File: config.mk
export PLATFORM = sky130hd
export DESIGN_NAME = sync_fifo_flat
export DESIGN_NICKNAME = d
export VERILOG_FILES = /design/src/rtl/sync_fifo_if.sv /design/src/rtl/sync_fifo.sv /design/src/flat_wrapper.sv
export SDC_FILE = /design/constraint.sdc
export NUM_CORES = 1
export LEC_CHECK = 0
export BUFFER_PORTS_ARGS = -buffer_cell sky130_fd_sc_hd__buf_2
export CAP_MARGIN = 10
export CORE_MARGIN = 5
export CORE_UTILIZATION = 45
export DETAILED_ROUTE_END_ITERATION = 8
export PLACE_DENSITY = 0.59
export SETUP_SLACK_MARGIN = 0.3
export SYNTH_ARGS = -nofsm -noshare
export SYNTH_HDL_FRONTEND = slang
export SYNTH_SLANG_ARGS = --single-unit
File: constraint.sdc
create_clock -name clk -period 1.6 [get_ports clk]
set_input_delay 0.24 -clock clk [delete_from_list [all_inputs] [get_ports clk]]
set_output_delay 0.24 -clock clk [all_outputs]
set_load 0.005 [all_outputs]
File: src/rtl/sync_fifo_if.sv
// Handshake/data bundle for sync_fifo.
// Optional error-flag signals exist only when SYNC_FIFO_ERR_FLAGS_EN is defined.
interface sync_fifo_if #(
    parameter int AWIDTH = 4,
    parameter int DWIDTH = 16
);
    logic [DWIDTH-1:0] wr_data;
    logic              wr_enable;
    logic              full;
    logic              almost_full;
    logic              rd_enable;
    logic [DWIDTH-1:0] rd_data;
    logic              empty;
    logic              almost_empty;
    logic [AWIDTH:0]   level;
`ifdef SYNC_FIFO_ERR_FLAGS_EN
    logic              err_clr;
    logic              overflow;
    logic              underflow;

    modport master (
        output wr_data, wr_enable, rd_enable, err_clr,
        input  full, almost_full, rd_data, empty, almost_empty, level, overflow, underflow
    );
    modport slave (
        input  wr_data, wr_enable, rd_enable, err_clr,
        output full, almost_full, rd_data, empty, almost_empty, level, overflow, underflow
    );
`else
    modport master (
        output wr_data, wr_enable, rd_enable,
        input  full, almost_full, rd_data, empty, almost_empty, level
    );
    modport slave (
        input  wr_data, wr_enable, rd_enable,
        output full, almost_full, rd_data, empty, almost_empty, level
    );
`endif
endinterface

File: src/rtl/sync_fifo.sv
// Single-clock FIFO with exact fill level, almost-full/almost-empty thresholds
// and selectable registered or first-word-fall-through read.
// Optional sticky overflow/underflow flags: define SYNC_FIFO_ERR_FLAGS_EN.
module sync_fifo #(
    parameter int AWIDTH       = 4,
    parameter int DWIDTH       = 16,
    parameter int AFULL_LEVEL  = 12,
    parameter int AEMPTY_LEVEL = 2,
    parameter int FWFT         = 0
) (
    input  logic       clk,
    input  logic       rst_n,
    sync_fifo_if.slave bus
);
    localparam int DEPTH = 2 ** AWIDTH;
    localparam int LW    = AWIDTH + 1;
    localparam logic [LW-1:0] DEPTH_L  = LW'(DEPTH);
    localparam logic [LW-1:0] AFULL_L  = LW'(AFULL_LEVEL);
    localparam logic [LW-1:0] AEMPTY_L = LW'(AEMPTY_LEVEL);

    logic [DWIDTH-1:0] mem [DEPTH];
    logic [LW-1:0]     wr_ptr, rd_ptr;
    logic [LW-1:0]     level_q, level_next;
    logic              full_q, afull_q, empty_q, aempty_q;
    logic              wr_acc, rd_acc;

    // Acceptance uses the flags registered at the start of the cycle, so a
    // full FIFO still takes a read and an empty one still takes a write.
    assign wr_acc = bus.wr_enable & ~full_q;
    assign rd_acc = bus.rd_enable & ~empty_q;

    // Next fill level; simultaneous accepted write and read cancel out.
    always_comb begin
        level_next = level_q;
        if (wr_acc && !rd_acc)
            level_next = level_q + LW'(1);
        else if (rd_acc && !wr_acc)
            level_next = level_q - LW'(1);
    end

    // Pointers, level and all status flags, registered from level_next.
    always_ff @(posedge clk or negedge rst_n) begin
        if (!rst_n) begin
            wr_ptr   <= '0;
            rd_ptr   <= '0;
            level_q  <= '0;
            full_q   <= 1'b0;
            afull_q  <= 1'b0;
            empty_q  <= 1'b1;
            aempty_q <= 1'b1;
        end else begin
            if (wr_acc) wr_ptr <= wr_ptr + LW'(1);
            if (rd_acc) rd_ptr <= rd_ptr + LW'(1);
            level_q  <= level_next;
            full_q   <= (level_next == DEPTH_L);
            afull_q  <= (level_next >= AFULL_L);
            empty_q  <= (level_next == '0);
            aempty_q <= (level_next <= AEMPTY_L);
        end
    end

    // Storage array; contents deliberately survive reset.
    always_ff @(posedge clk) begin
        if (wr_acc) mem[wr_ptr[AWIDTH-1:0]] <= bus.wr_data;
    end

    generate
        if (FWFT != 0) begin : g_fwft
            // Head word is always visible; don't-care while empty.
            assign bus.rd_data = mem[rd_ptr[AWIDTH-1:0]];
        end else begin : g_reg
            logic [DWIDTH-1:0] rd_q;
            // Head word captured on an accepted read, held otherwise.
            always_ff @(posedge clk or negedge rst_n) begin
                if (!rst_n)
                    rd_q <= '0;
                else if (rd_acc)
                    rd_q <= mem[rd_ptr[AWIDTH-1:0]];
            end
            assign bus.rd_data = rd_q;
        end
    endgenerate

    assign bus.full         = full_q;
    assign bus.almost_full  = afull_q;
    assign bus.empty        = empty_q;
    assign bus.almost_empty = aempty_q;
    assign bus.level        = level_q;

`ifdef SYNC_FIFO_ERR_FLAGS_EN
    logic ovf_q, unf_q;

    // Sticky error flags; clear wins over a same-cycle set.
    always_ff @(posedge clk or negedge rst_n) begin
        if (!rst_n) begin
            ovf_q <= 1'b0;
            unf_q <= 1'b0;
        end else if (bus.err_clr) begin
            ovf_q <= 1'b0;
            unf_q <= 1'b0;
        end else begin
            if (bus.wr_enable && full_q)  ovf_q <= 1'b1;
            if (bus.rd_enable && empty_q) unf_q <= 1'b1;
        end
    end

    assign bus.overflow  = ovf_q;
    assign bus.underflow = unf_q;
`endif
endmodule
File: src/flat_wrapper.sv
// flat-port wrapper written by rule: the top's interface ports become plain ports
module sync_fifo_flat 
#(
    parameter int AWIDTH       = 4,
    parameter int DWIDTH       = 16,
    parameter int AFULL_LEVEL  = 12,
    parameter int AEMPTY_LEVEL = 2,
    parameter int FWFT         = 0
)
  (clk, rst_n, bus_wr_data, bus_wr_enable, bus_rd_enable, bus_full, bus_almost_full, bus_rd_data, bus_empty, bus_almost_empty, bus_level);
  sync_fifo_if #(.AWIDTH(AWIDTH), .DWIDTH(DWIDTH)) bus_i ();
  input  logic clk;
  input  logic rst_n;
  input wire logic [$bits(bus_i.wr_data)-1:0] bus_wr_data;
  input wire logic [$bits(bus_i.wr_enable)-1:0] bus_wr_enable;
  input wire logic [$bits(bus_i.rd_enable)-1:0] bus_rd_enable;
  output wire logic [$bits(bus_i.full)-1:0] bus_full;
  output wire logic [$bits(bus_i.almost_full)-1:0] bus_almost_full;
  output wire logic [$bits(bus_i.rd_data)-1:0] bus_rd_data;
  output wire logic [$bits(bus_i.empty)-1:0] bus_empty;
  output wire logic [$bits(bus_i.almost_empty)-1:0] bus_almost_empty;
  output wire logic [$bits(bus_i.level)-1:0] bus_level;
  assign bus_i.wr_data = bus_wr_data;
  assign bus_i.wr_enable = bus_wr_enable;
  assign bus_i.rd_enable = bus_rd_enable;
  assign bus_full = bus_i.full;
  assign bus_almost_full = bus_i.almost_full;
  assign bus_rd_data = bus_i.rd_data;
  assign bus_empty = bus_i.empty;
  assign bus_almost_empty = bus_i.almost_empty;
  assign bus_level = bus_i.level;
  sync_fifo #(.AWIDTH(AWIDTH), .DWIDTH(DWIDTH), .AFULL_LEVEL(AFULL_LEVEL), .AEMPTY_LEVEL(AEMPTY_LEVEL), .FWFT(FWFT)) u_core (.clk(clk), .rst_n(rst_n), .bus(bus_i));
endmodule
### Word-level counts from Yosys, hierarchy flattened

Memory sizes are Yosys's and may differ from the RTL's. A register that Yosys moved wholly into a read port is not among the register bits.
Cells that the tools add are included.

* $add $sub $neg: 4
* multiply operators: 0
* div/mod/pow operators: 0
* $lt $le $gt $ge: 2
* eq/ne operators: 1
* shifts and indexed selects: 0
* mux-type cells: 4
* bitwise gates (word level): 4
* reductions and logical operators: 6

Operators by type and width (number)
* 5-bit by 1-bit adder with 5-bit output (second input constant): 3
* 5-bit 2-to-1 mux: 2
* 5-bit equality test (second input constant): 1
* 5-bit by 4-bit >= comparator with 1-bit output (second input constant): 1
* 5-bit by 2-bit <= comparator with 1-bit output (second input constant): 1
* 5-bit zero test: 1
* 5-bit by 1-bit subtractor with 5-bit output (second input constant): 1
* 1-bit zero test: 3
* 1-bit AND: 2
* 1-bit logical AND: 2
* 1-bit 2-to-1 mux: 2
* 1-bit NOT: 2

* register bits after elaboration: 19
* latch bits: 0
* bits in writable memories: 256
* memory bits (read-only): 0
* input port bits: 20
* output and inout bits: 25
* logic and storage cells: 29
* memories: 1

Memories
* u_core.mem: depth 16, width 16, read ports 1, clocked after memory_dff 1, write ports 1, line sync_fifo.sv:21 `logic [DWIDTH-1:0] mem [DEPTH];`

### Depth between registers and ports, before layout

* depth in word-level cells: 7
* depth in mapped cells: 8
* gate-level depth less buffers: 6

### Worst setup path after synthesis

No wires, ideal clock.

* kind: register to register
* start: register u_core.full_q, in the netlist u_core.bus.full
* end: memory u_core.mem[11][0] (enable)
* setup time: 0.374 ns
* arrival time: 1.365 ns
* data required time: 1.226 ns
* setup slack: -0.139 ns
* cell stages (with the launch flop): 4
* path buffers: 0
* clock period less this slack: 1.739 ns
* cells stage by stage: dfrtp_1 -> nand2b_1 -> nor3b_1 -> and2_1

* cells in the longest elaborated chain, start to end: 4

Ends and longest elaborated chain
* start: declaration: line sync_fifo.sv:24 `logic full_q, afull_q, empty_q, aempty_q;`
* start signal: assignment: line sync_fifo.sv:55 `full_q <= (level_next == DEPTH_L);`
* 1-bit NOT: line sync_fifo.sv:29 `assign wr_acc = bus.wr_enable & ~full_q;`
* 1-bit AND: line sync_fifo.sv:29
* 1-bit 2-to-1 mux: line sync_fifo.sv:64 `if (wr_acc) mem[wr_ptr[AWIDTH-1:0]] <= bus.wr_data;`
* 1-bit 2-to-1 mux (not written as such): line sync_fifo.sv:64
* end: declaration: line sync_fifo.sv:21

No other way between the ends.

==> run summary <==
Status = complete, but fails checks
Failing checks = negative setup slack
DPL Wire Length = 17,200 um
Starting Density = 45.5%
# clock sinks = 289
Dpl ws = -0.266 ns
DRT Pass-1 Iters = 4
Vias per cell = 5.39
M1 WL = 12,000 um
Diode count = 0
Critical path launch point type = register
Synthesized instance count = 583
Max VDD drop = 0.990 mV
I/O Pins = 45
Max Clk Rate = 551 MHz
Slowest cell delay on critical path = 0.51 ns
Slowest CP cell = dfrtp_4
Critical path arrival = 2.26 ns
Final setup vio count = 157
Slew headroom = 73.3%
Worst-path cell chain = buf_12 -> buf_16 -> mux4_2 -> mux2_4 -> o22ai_2 -> nor2_1
Fin crit period = 1.81 ns
Clock Path Buffers = 3
Routability cong. = 0.786
Critical path required time = 2.05 ns
Hold crit path type = in2reg
Worst Skew = 0.0241 ns
Syn. warnings = 0
DR WL met2 = 15,000 um
Post-route ant nets = 0
Cell Area, Synth = 11,400 sq um
Synth Flop Type = edfxtp_1
Hold depth = 1
Global-route wire length before repair = 42,300 um
WL met3 = 913 um
Slew Limit Fails = 0
Initial antenna violation count = 0
Fraction of registers with async set/reset = 11.4%
Setup crit end kind = register
# rows = 58
NumNets Final = 808
Die Y = 169 um
# DRC = 0
CTS tree = built
Worst-path clk slew = 0.06 ns
Vias in the first global route = 6,547
I/O Buffers = 44
DR WL/cell = 25.1 um
Unique masters post-synth = 42
Clk_lat worst skew = 0.57 ns
Congestion Overflow GR = 0
Tot GR Track Use = 20.0%
Largest net degree at the start of global routing = 21
RSZ-0062 raised after global routing = true
R2R cell count = 6
Top sig layer = met4
Area Overhead vs Synth = 35.5%
Final critical-path share of the clock period = 113%
Routed via count = 6,112
Post-route insts no fill = 1,134
P_leak = 5.59 nW
Sequential-to-total area share from yosys stat = 74.8%
Setup TNS = -9.11 ns
Final hold violation count = 0
Max H-tree Level = 1
Tot Pwr = 0.0281 W
Clock root cell = clkbuf_16
Crit-path max FO = 5
Layout cell share with drive strength beyond 1 = 45.4%
Final setup margin = -0.214 ns
Initial DRC count = 487
Die X-Extent = 169 um
Least-Margin Pin Slew = 0.400 ns
Number of buffers created by CTS = 29
Die Area = 28,600 sq um
Routed wire length = 28,400 um
Syn Area/Cell = 19.5 sq um
CP Class = reg2reg
Post-Place Cells = 1,011
Post-synth EDFFs = 256
Core box area = 25,000 sq um
Max-cap violations = 0
Fillers = 1,739
Yosys reg bits = 289
PD cells = 1820 nW/um^2
Mapped Nets = 610
==> placed cells by master (no fill, tap or decap), types with 4 or more instances in the layout <==
cell / count
edfxtp_1: 256
buf_12: 58
buf_4: 55
mux2i_1: 54
mux4_2: 38
buf_2: 37
buf_6: 33
clkbuf_16: 30
o22ai_1: 27
dfrtp_1: 25
nor2_1: 22
and2_4: 16
nor3_1: 12
mux2_4: 9
o22ai_2: 9
buf_16: 9
bufinv_16: 6
a21oi_1: 5
mux2_2: 5
clkbuf_1: 5
clkbuf_8: 5
dfrtp_2: 5
o21ai_1: 4
xnor2_2: 4
nand2_1: 4
ha_1: 4
clkinv_2: 4
==> final cells by class <==
class,count,area (sq um),share of cell area (%)
repair buffers,195,2430,15.7
well taps,330,413,2.67
clock inverters,15,243,1.57
inverters,4,17.5,0.113
clock buffers,39,813,5.27
multi-input cells,262,3000,19.4
flip-flops and latches,289,8530,55.2
==> report_power, final <==
group	switching, W	internal (W)
clock	0.00280	0.00454
sequential	0.000621	0.00933
combinational	0.00483	0.00601
==> worst paths after layout <==
| check | slack (ns) | endpoint | startpoint |
|---|---|---|---|
| worst max-delay path | -0.21 | u_core.bus.rd_data[7] | u_core.rd_ptr[0] |
| worst min-delay path | 0.05 | u_core.mem[2][12] | bus_wr_data[12] |
| worst max register to register | -0.21 | u_core.bus.rd_data[7] | u_core.rd_ptr[0] |
| worst min register to register | 0.56 | u_core.bus.rd_data[9] | u_core.bus.rd_data[9] |
| max in group asynchronous | 0.87 | u_core.wr_ptr[2] | rst_n |
| min in group asynchronous | 0.14 | u_core.rd_ptr[1] | rst_n |
==> sequential cells by signal, indices dropped and copies added (netlist names) <==
name and cells:
u_core.bus.almost_empty 1, u_core.bus.almost_full 1, u_core.bus.empty 1, u_core.bus.full 1, u_core.bus.level 5, u_core.bus.rd_data 16
u_core.mem 256, u_core.rd_ptr 4, u_core.wr_ptr 4
==> kinds of logic after synthesis <==
| logic type | synth area share (%) |
|---|---|
| adder cells (fa/ha/maj) | 0.769 |
| buffers and inverters | 1.81 |
| AO/OA/AOI/OAI | 3.10 |
| XOR/XNOR | 0.835 |
| flip-flops | 74.8 |
| AND/OR/NAND/NOR | 3.93 |
| multiplexers | 14.8 |
==> worst max-delay path, delay by kind of cell (launching register included) <==
family	cells	cell delay [ns]
buffers and inverters	2	0.27
AOI/OAI and AO/OA	1	0.09
and+or+nand+nor	1	0.05
muxes	2	0.78
DFF	1	0.51
==> synth_stat cells, drive strengths merged, types with 9 or more instances <==
library cell | number | area (sq um)
nor3 | 16 | 80.1
o22ai | 36 | 225
edfxtp | 256 | 7690
mux2i | 54 | 541
and2 | 16 | 100
xnor2 | 10 | 95.1
nor2 | 25 | 104
mux4 | 40 | 987
buf | 21 | 165
dfrtp | 31 | 776
nand2 | 9 | 33.8
mux2 | 14 | 158
==> layer usage <==
layer | track usage (%) | up-vias
met5 | 0 | -
met4 | 4.10 | 0
li1 | - | 2762
met1 | 26.9 | 3211
met3 | 2.34 | 33
met2 | 35.7 | 106
==> timing repair <==
action,CTS,global route
endpoints found under the setup margin,309,312
pin swaps,17,13
gates cloned,9,1
setup buffers,39,19
gates resized for setup,66,46
hold buffers,1,0
endpoints found under the hold margin,33,0
==> per-stage QoR <==
| step | area (sq um) | hold slack [ns] | util [%] |
|---|---|---|---|
| 3_5_place_dp | 13100 | 0.184 | 52.2 |
| 3_3_place_gp | 13100 | 0.185 | 52.2 |
| 6_report | 15400 | 0.0491 | 61.7 |
| 2_1_floorplan | 11600 | -0.0556 | - |
| 5_1_grt | 15400 | 0.0384 | 61.7 |
| 4_1_cts | 15100 | 0.0273 | 60.2 |
No activity file was read; power rests on OpenSTA's default activity.
